`config.mk`:
```
export PLATFORM = sky130hd
export DESIGN_NAME = serial_command_controller
export DESIGN_NICKNAME = d
export VERILOG_FILES = /design/src/rtl/serial_command_controller.sv
export SDC_FILE = /design/constraint.sdc
export NUM_CORES = 1
export LEC_CHECK = 0
export CAP_MARGIN = 20
export CORE_ASPECT_RATIO = 0.5
export CORE_UTILIZATION = 52
export CTS_CLUSTER_DIAMETER = 120
export DETAILED_ROUTE_END_ITERATION = 6
export PLACE_DENSITY = 0.89
export SETUP_SLACK_MARGIN = 0.5
export SYNTH_ARGS = -nofsm -noshare
export SYNTH_HDL_FRONTEND = slang
export SYNTH_SLANG_ARGS = --single-unit
```
`constraint.sdc`:
```
create_clock -name clk -period 2.69 [get_ports clk]
set_input_delay 0.538 -clock clk [delete_from_list [all_inputs] [get_ports clk]]
set_output_delay 0.538 -clock clk [all_outputs]
set_load 0.01 [all_outputs]
```
`src/rtl/serial_command_controller.sv`:
```
// Word-serial command frame decoder: issues register-file write/read strobes and serialises
// read responses over a valid/ready word channel. Define CMD_CHECKSUM_EN for frame XOR checking.
module serial_command_controller #(
    parameter int WORD_WIDTH     = 8,
    parameter int ADDR_WORDS     = 1,
    parameter int VALUE_WORDS    = 4,
    parameter int TIMEOUT_CYCLES = 16,
    parameter logic [WORD_WIDTH-1:0] READ_CMD  = '0,
    parameter logic [WORD_WIDTH-1:0] WRITE_CMD = WORD_WIDTH'(8'hAA)
) (
    input  logic                                clk,
    input  logic                                i_reset,
    input  logic [WORD_WIDTH-1:0]               i_data,
    input  logic                                i_dv,
    output logic [ADDR_WORDS*WORD_WIDTH-1:0]    o_w_addr,
    output logic [VALUE_WORDS*WORD_WIDTH-1:0]   o_w_data,
    output logic                                o_w_en,
    output logic [ADDR_WORDS*WORD_WIDTH-1:0]    o_r_addr,
    output logic                                o_r_en,
    input  logic [VALUE_WORDS*WORD_WIDTH-1:0]   i_r_data,
    input  logic                                i_r_valid,
    output logic [WORD_WIDTH-1:0]               o_tx_data,
    output logic                                o_tx_dv,
    input  logic                                i_tx_ready,
    output logic                                o_busy,
    output logic                                o_err
);

    localparam int AW = ADDR_WORDS * WORD_WIDTH;
    localparam int VW = VALUE_WORDS * WORD_WIDTH;
`ifdef CMD_CHECKSUM_EN
    localparam int TX_WORDS = VALUE_WORDS + 1;
`else
    localparam int TX_WORDS = VALUE_WORDS;
`endif
    localparam int TXW       = TX_WORDS * WORD_WIDTH;
    localparam int MAX_WORDS = (ADDR_WORDS > TX_WORDS) ? ADDR_WORDS : TX_WORDS;
    localparam int CNT_W     = $clog2(MAX_WORDS + 1);
    localparam int TO_W      = (TIMEOUT_CYCLES > 1) ? $clog2(TIMEOUT_CYCLES + 1) : 1;
    localparam int TO_LIMIT  = (TIMEOUT_CYCLES > 0) ? TIMEOUT_CYCLES - 1 : 0;

    typedef enum logic [2:0] {
        IDLE, ADDR, VALUE, EXEC_W, EXEC_R, WAIT_RD, TX
`ifdef CMD_CHECKSUM_EN
        , CSUM
`endif
    } state_t;

    state_t                  state_reg;
    logic                    is_write_reg;
    logic [AW-1:0]           addr_reg;
    logic [VW-1:0]           value_reg;
    logic [CNT_W-1:0]        word_cnt_reg;
    logic [CNT_W-1:0]        tx_cnt_reg;
    logic [TO_W-1:0]         to_cnt_reg;
    logic [TXW-1:0]          tx_buf_reg;
`ifdef CMD_CHECKSUM_EN
    logic [WORD_WIDTH-1:0]   csum_reg;
`endif

    logic [AW-1:0]           addr_shift;
    logic [VW-1:0]           value_shift;
    logic [TXW-1:0]          tx_load;
    logic                    in_frame;
    logic                    timeout_hit;
    logic                    is_cmd;

    assign addr_shift  = (addr_reg << WORD_WIDTH) | AW'(i_data);
    assign value_shift = (value_reg << WORD_WIDTH) | VW'(i_data);
    assign is_cmd      = (i_data == READ_CMD) || (i_data == WRITE_CMD);
    assign o_busy      = (state_reg != IDLE);

`ifdef CMD_CHECKSUM_EN
    // Response checksum: XOR of all response words, appended after the last data word.
    logic [WORD_WIDTH-1:0] r_words [VALUE_WORDS];
    logic [WORD_WIDTH-1:0] r_xor;

    generate
        for (genvar gi = 0; gi < VALUE_WORDS; gi++) begin : g_rwords
            assign r_words[gi] = i_r_data[gi*WORD_WIDTH +: WORD_WIDTH];
        end
    endgenerate

    always_comb begin
        r_xor = '0;
        for (int i = 0; i < VALUE_WORDS; i++) begin
            r_xor = r_xor ^ r_words[i];
        end
    end

    assign tx_load  = {i_r_data, r_xor};
    assign in_frame = (state_reg == ADDR) || (state_reg == VALUE) || (state_reg == CSUM);
`else
    assign tx_load  = i_r_data;
    assign in_frame = (state_reg == ADDR) || (state_reg == VALUE);
`endif

    assign timeout_hit = (TIMEOUT_CYCLES != 0) && in_frame && !i_dv
                         && (to_cnt_reg == TO_W'(TO_LIMIT));

    always_ff @(posedge clk or negedge i_reset) begin
        if (!i_reset) begin
            state_reg    <= IDLE;
            is_write_reg <= 1'b0;
            addr_reg     <= '0;
            value_reg    <= '0;
            word_cnt_reg <= '0;
            tx_cnt_reg   <= '0;
            to_cnt_reg   <= '0;
            tx_buf_reg   <= '0;
`ifdef CMD_CHECKSUM_EN
            csum_reg     <= '0;
`endif
            o_w_addr     <= '0;
            o_w_data     <= '0;
            o_w_en       <= 1'b0;
            o_r_addr     <= '0;
            o_r_en       <= 1'b0;
            o_tx_data    <= '0;
            o_tx_dv      <= 1'b0;
            o_err        <= 1'b0;
        end else begin
            o_w_en <= 1'b0;
            o_r_en <= 1'b0;
            o_err  <= 1'b0;

            // Idle-gap counter: any accepted word or leaving the frame states clears it.
            if (in_frame && !i_dv && !timeout_hit && (TIMEOUT_CYCLES != 0))
                to_cnt_reg <= to_cnt_reg + 1'b1;
            else
                to_cnt_reg <= '0;

            case (state_reg)
                IDLE: begin
                    if (i_dv) begin
                        if (is_cmd) begin
                            state_reg    <= ADDR;
                            is_write_reg <= (i_data == WRITE_CMD);
                            word_cnt_reg <= '0;
`ifdef CMD_CHECKSUM_EN
                            csum_reg     <= i_data;
`endif
                        end else begin
                            o_err <= 1'b1;
                        end
                    end
                end

                ADDR: begin
                    if (timeout_hit) begin
                        state_reg <= IDLE;
                        o_err     <= 1'b1;
                    end else if (i_dv) begin
                        addr_reg <= addr_shift;
`ifdef CMD_CHECKSUM_EN
                        csum_reg <= csum_reg ^ i_data;
`endif
                        if (word_cnt_reg == CNT_W'(ADDR_WORDS - 1)) begin
                            word_cnt_reg <= '0;
                            if (is_write_reg) begin
                                state_reg <= VALUE;
                            end else begin
`ifdef CMD_CHECKSUM_EN
                                state_reg <= CSUM;
`else
                                state_reg <= EXEC_R;
                                o_r_en    <= 1'b1;
                                o_r_addr  <= addr_shift;
`endif
                            end
                        end else begin
                            word_cnt_reg <= word_cnt_reg + 1'b1;
                        end
                    end
                end

                VALUE: begin
                    if (timeout_hit) begin
                        state_reg <= IDLE;
                        o_err     <= 1'b1;
                    end else if (i_dv) begin
                        value_reg <= value_shift;
`ifdef CMD_CHECKSUM_EN
                        csum_reg  <= csum_reg ^ i_data;
`endif
                        if (word_cnt_reg == CNT_W'(VALUE_WORDS - 1)) begin
                            word_cnt_reg <= '0;
`ifdef CMD_CHECKSUM_EN
                            state_reg    <= CSUM;
`else
                            state_reg    <= EXEC_W;
                            o_w_en       <= 1'b1;
                            o_w_addr     <= addr_reg;
                            o_w_data     <= value_shift;
`endif
                        end else begin
                            word_cnt_reg <= word_cnt_reg + 1'b1;
                        end
                    end
                end

`ifdef CMD_CHECKSUM_EN
                CSUM: begin
                    if (timeout_hit) begin
                        state_reg <= IDLE;
                        o_err     <= 1'b1;
                    end else if (i_dv) begin
                        if (i_data != csum_reg) begin
                            state_reg <= IDLE;
                            o_err     <= 1'b1;
                        end else if (is_write_reg) begin
                            state_reg <= EXEC_W;
                            o_w_en    <= 1'b1;
                            o_w_addr  <= addr_reg;
                            o_w_data  <= value_reg;
                        end else begin
                            state_reg <= EXEC_R;
                            o_r_en    <= 1'b1;
                            o_r_addr  <= addr_reg;
                        end
                    end
                end
`endif

                EXEC_W: begin
                    if (i_dv)
                        o_err <= 1'b1;
                    state_reg <= IDLE;
                end

                // Read data may already be valid in the strobe cycle itself.
                EXEC_R, WAIT_RD: begin
                    if (i_dv)
                        o_err <= 1'b1;
                    if (i_r_valid) begin
                        state_reg  <= TX;
                        o_tx_dv    <= 1'b1;
                        o_tx_data  <= tx_load[TXW-1 -: WORD_WIDTH];
                        tx_buf_reg <= tx_load << WORD_WIDTH;
                        tx_cnt_reg <= '0;
                    end else begin
                        state_reg  <= WAIT_RD;
                    end
                end

                TX: begin
                    if (i_dv)
                        o_err <= 1'b1;
                    if (i_tx_ready) begin
                        if (tx_cnt_reg == CNT_W'(TX_WORDS - 1)) begin
                            state_reg  <= IDLE;
                            o_tx_dv    <= 1'b0;
                            o_tx_data  <= '0;
                            tx_cnt_reg <= '0;
                        end else begin
                            tx_cnt_reg <= tx_cnt_reg + 1'b1;
                            o_tx_data  <= tx_buf_reg[TXW-1 -: WORD_WIDTH];
                            tx_buf_reg <= tx_buf_reg << WORD_WIDTH;
                        end
                    end
                end

                default: begin
                    state_reg <= IDLE;
                    o_tx_dv   <= 1'b0;
                end
            endcase
        end
    end

endmodule

```
==> results.json <==
{
  "run_status": "finished clean",
  "layout.nets": 615,
  "grt_usage_pct": 23.94,
  "cp_max_fo": 5,
  "skew_ns": 0.01079,
  "yosys_warnings": 0,
  "drive_gt1_share_pct": 27.08,
  "std_cell_rows": 26,
  "drt.antenna.violating_nets": 0,
  "final_cell_mix": "dfrtp_1, clkdlybuf4s50_1, mux2_2",
  "cts.clk_slew.worst_paths_ns": 0.06,
  "syn_area_um2": 5764,
  "crit_type": "input port to flip-flop",
  "die_w_um": 150.9,
  "r2r_start": "to_cnt_reg[0]$_DFF_PN0_",
  "fmax_mhz": 487.9,
  "die_area_um2": 11540,
  "async_reset_ff_share_pct": 100.0,
  "ys.flop_type": "dfrtp_1",
  "wire_per_inst_um": 17.76,
  "coreArea_um2": 10480,
  "root_buffer": "clkbuf_16",
  "ys_ff_latch": 131,
  "min_path_type": "input port to async pin",
  "clk_latency_ns": 0.41,
  "internal-power_mw": 5.595,
  "setup_viol": 0,
  "total_power_mw": 7.973,
  "antenna_found_initial": 0,
  "grt_overflow_total": 0,
  "power_switching_mw": 2.378,
  "required_ns": 2.98,
  "startpoint": "i_data[0]",
  "htree_levels": 4,
  "cts_hold_buf": 0,
  "worstSetupStartpointType": "input port",
  "synthesis.nets": 500,
  "worst_pin_slew_ns": 0.6791,
  "placed_area_um2": 6930,
  "antennaDiodeCount": 0,
  "ir_worst_vdd_uv": 618.5,
  "largest_reg_flops": 32,
  "p_sw_share_pct": 29.83,
  "yosysUniqueCellTypes": 49,
  "p_clk_share_pct": 30.1,
  "final.setup.tns_ns": 0,
  "dp_cells": 680,
  "cts.path.max_buffers": 2,
  "clock-sinks": 131,
  "initial_utilization_pct": 55.03,
  "grt_max_degree": 62,
  "dr.pass1.iters": 5,
  "grt_pass1_vias": 4172,
  "avgSynthCellArea_um2": 12.87,
  "max_slew_margin_pct": 54.73,
  "final_common_cell": "dfrtp_1",
  "via_per_inst": 5.418,
  "leakage_nw": 3.616,
  "cts_tree": "done",
  "rsz0062_at_grt": "false",
  "ios": 106,
  "critPathArrivalTime_ns": 2.34,
  "max_cap_violations": 0,
  "drt_wl_total_um": 12720,
  "hold_viol": 0,
  "cts_buffers": 17,
  "ys_seq_area_share_pct": 56.87,
  "drc_errors": 0,
  "grt_pass1_wl_um": 21060,
  "combPwrFrac_pct": 31.3,
  "vias": 3879,
  "hpwl_um": 8044,
  "drtIter0Drc": 273,
  "numPortBuffers": 105,
  "die_y_um": 76.45,
  "crit_path_end_kind": "flip-flop",
  "power_density_nw_per_um2": 1049,
  "layout.cells.non_filler": 716,
  "synth_edf_count": 0,
  "syn_inst": 448,
  "gp_congestion": 0.8210,
  "timing.final.crit_share_pct": 76.19,
  "seqPwrFrac_pct": 38.6,
  "final_area_um2": 7602,
  "slew_viol_final": 0,
  "fin_crit_ns": 2.049,
  "area_growth_pct": 31.89
}
==> layer usage <==
layer / vias to the layer above / share of wire (%) / track usage [%]
li1: 1792 / - / -
met1: 1946 / 43 / 29.05
met5: - / 0 / 0
met3: 28 / 4.7 / 5.749
met4: 0 / 2.2 / 10.80
met2: 113 / 50 / 40.46
==> power groups by stage <==
stage                     Clock [mW]  Sequential (mW)  Combinational, mW
final                           2.40             3.07               2.50
after global routing            2.53             3.16               2.69
after CTS                       2.43             3.07               2.49
after detailed placement           0             3.09               2.37
after global placement             0             3.05               2.28
after floorplan                    0             3.08               1.49
==> logic make-up after synthesis <==
logic type | after synthesis | synth area share, %
flip-flops | 131 | 56.87
AND/OR/NAND/NOR | 118 | 11.01
multiplexers | 101 | 20.53
AO/OA/AOI/OAI | 51 | 5.861
buffers and inverters | 36 | 3.603
adder cells (fa/ha/maj) | 7 | 1.519
XOR/XNOR | 4 | 0.6079
==> worst paths after layout <==
path                            cells after the start                     endpoint  slack [ns]
worst max-delay path                                4  word_cnt_reg[2]$_DFFE_PN0P_        0.64
worst min-delay path                                1      o_w_addr[2]$_DFFE_PN0P_         0.1
worst max register to register                      6     state_reg[1]$_DFFE_PN0P_        0.70
worst min register to register                      1      to_cnt_reg[0]$_DFF_PN0_        0.46
max in group asynchronous                           2   tx_buf_reg[16]$_DFFE_PN0P_        1.80
min in group clk                                    1      to_cnt_reg[0]$_DFF_PN0_        0.46
==> through the flow <==
step | setup WS, ns | hold WS (ns) | util (%)
6_report | 0.6405 | 0.09830 | 72.58
5_1_grt | 0.5711 | 0.1467 | 72.58
4_1_cts | 0.5253 | 0.1212 | 72.41
3_5_place_dp | 0.1888 | 0.4536 | 66.16
3_3_place_gp | 0.2461 | 0.4460 | 66.16
2_1_floorplan | 0.8188 | 0.2424 | -
==> cell usage after synthesis (all sizes together), types with 2 or more instances <==
cell | n | area (um2)
mux2 | 99 | 1164
nor3 | 4 | 20.02
a21bo | 8 | 80.08
nor2b | 3 | 18.77
nand3b | 2 | 18.77
buf | 24 | 162.7
nand2 | 59 | 224.0
mux2i | 2 | 20.02
nand4 | 10 | 62.56
and3 | 10 | 62.56
nor4 | 3 | 25.02
nor2 | 9 | 57.56
dfrtp | 131 | 3278
ha | 7 | 87.58
a31oi | 2 | 12.51
and2 | 3 | 18.77
a21oi | 15 | 78.83
nand3 | 4 | 20.02
inv | 11 | 41.29
a211o | 2 | 17.52
o21ai | 14 | 70.06
nand2b | 7 | 73.82
xnor2 | 3 | 26.28
and3b | 3 | 26.28
==> worst max-delay path, cell delays in order <==
cell and delay, ns:
clkdlybuf4s50_1 0.50, nor4_2 0.62, a31o_1 0.34, mux2_1 0.34
==> final cells by class <==
type	count	area, um2
inverters	11	41.29
fillers	651	2873
well taps	140	175.2
clock buffers	22	474.2
clock inverters	10	145.1
repair buffers	121	1187
multi-input cells	281	2298
flip-flops and latches	131	3281
==> timing repair <==
action / 4_1_cts / 5_1_grt
buffers inserted: 3 / 0
resized for setup: 3 / 3
pin swaps: 1 / 0
endpoints found under the setup margin: 1 / 2
Power figures use the tool's default switching activity.
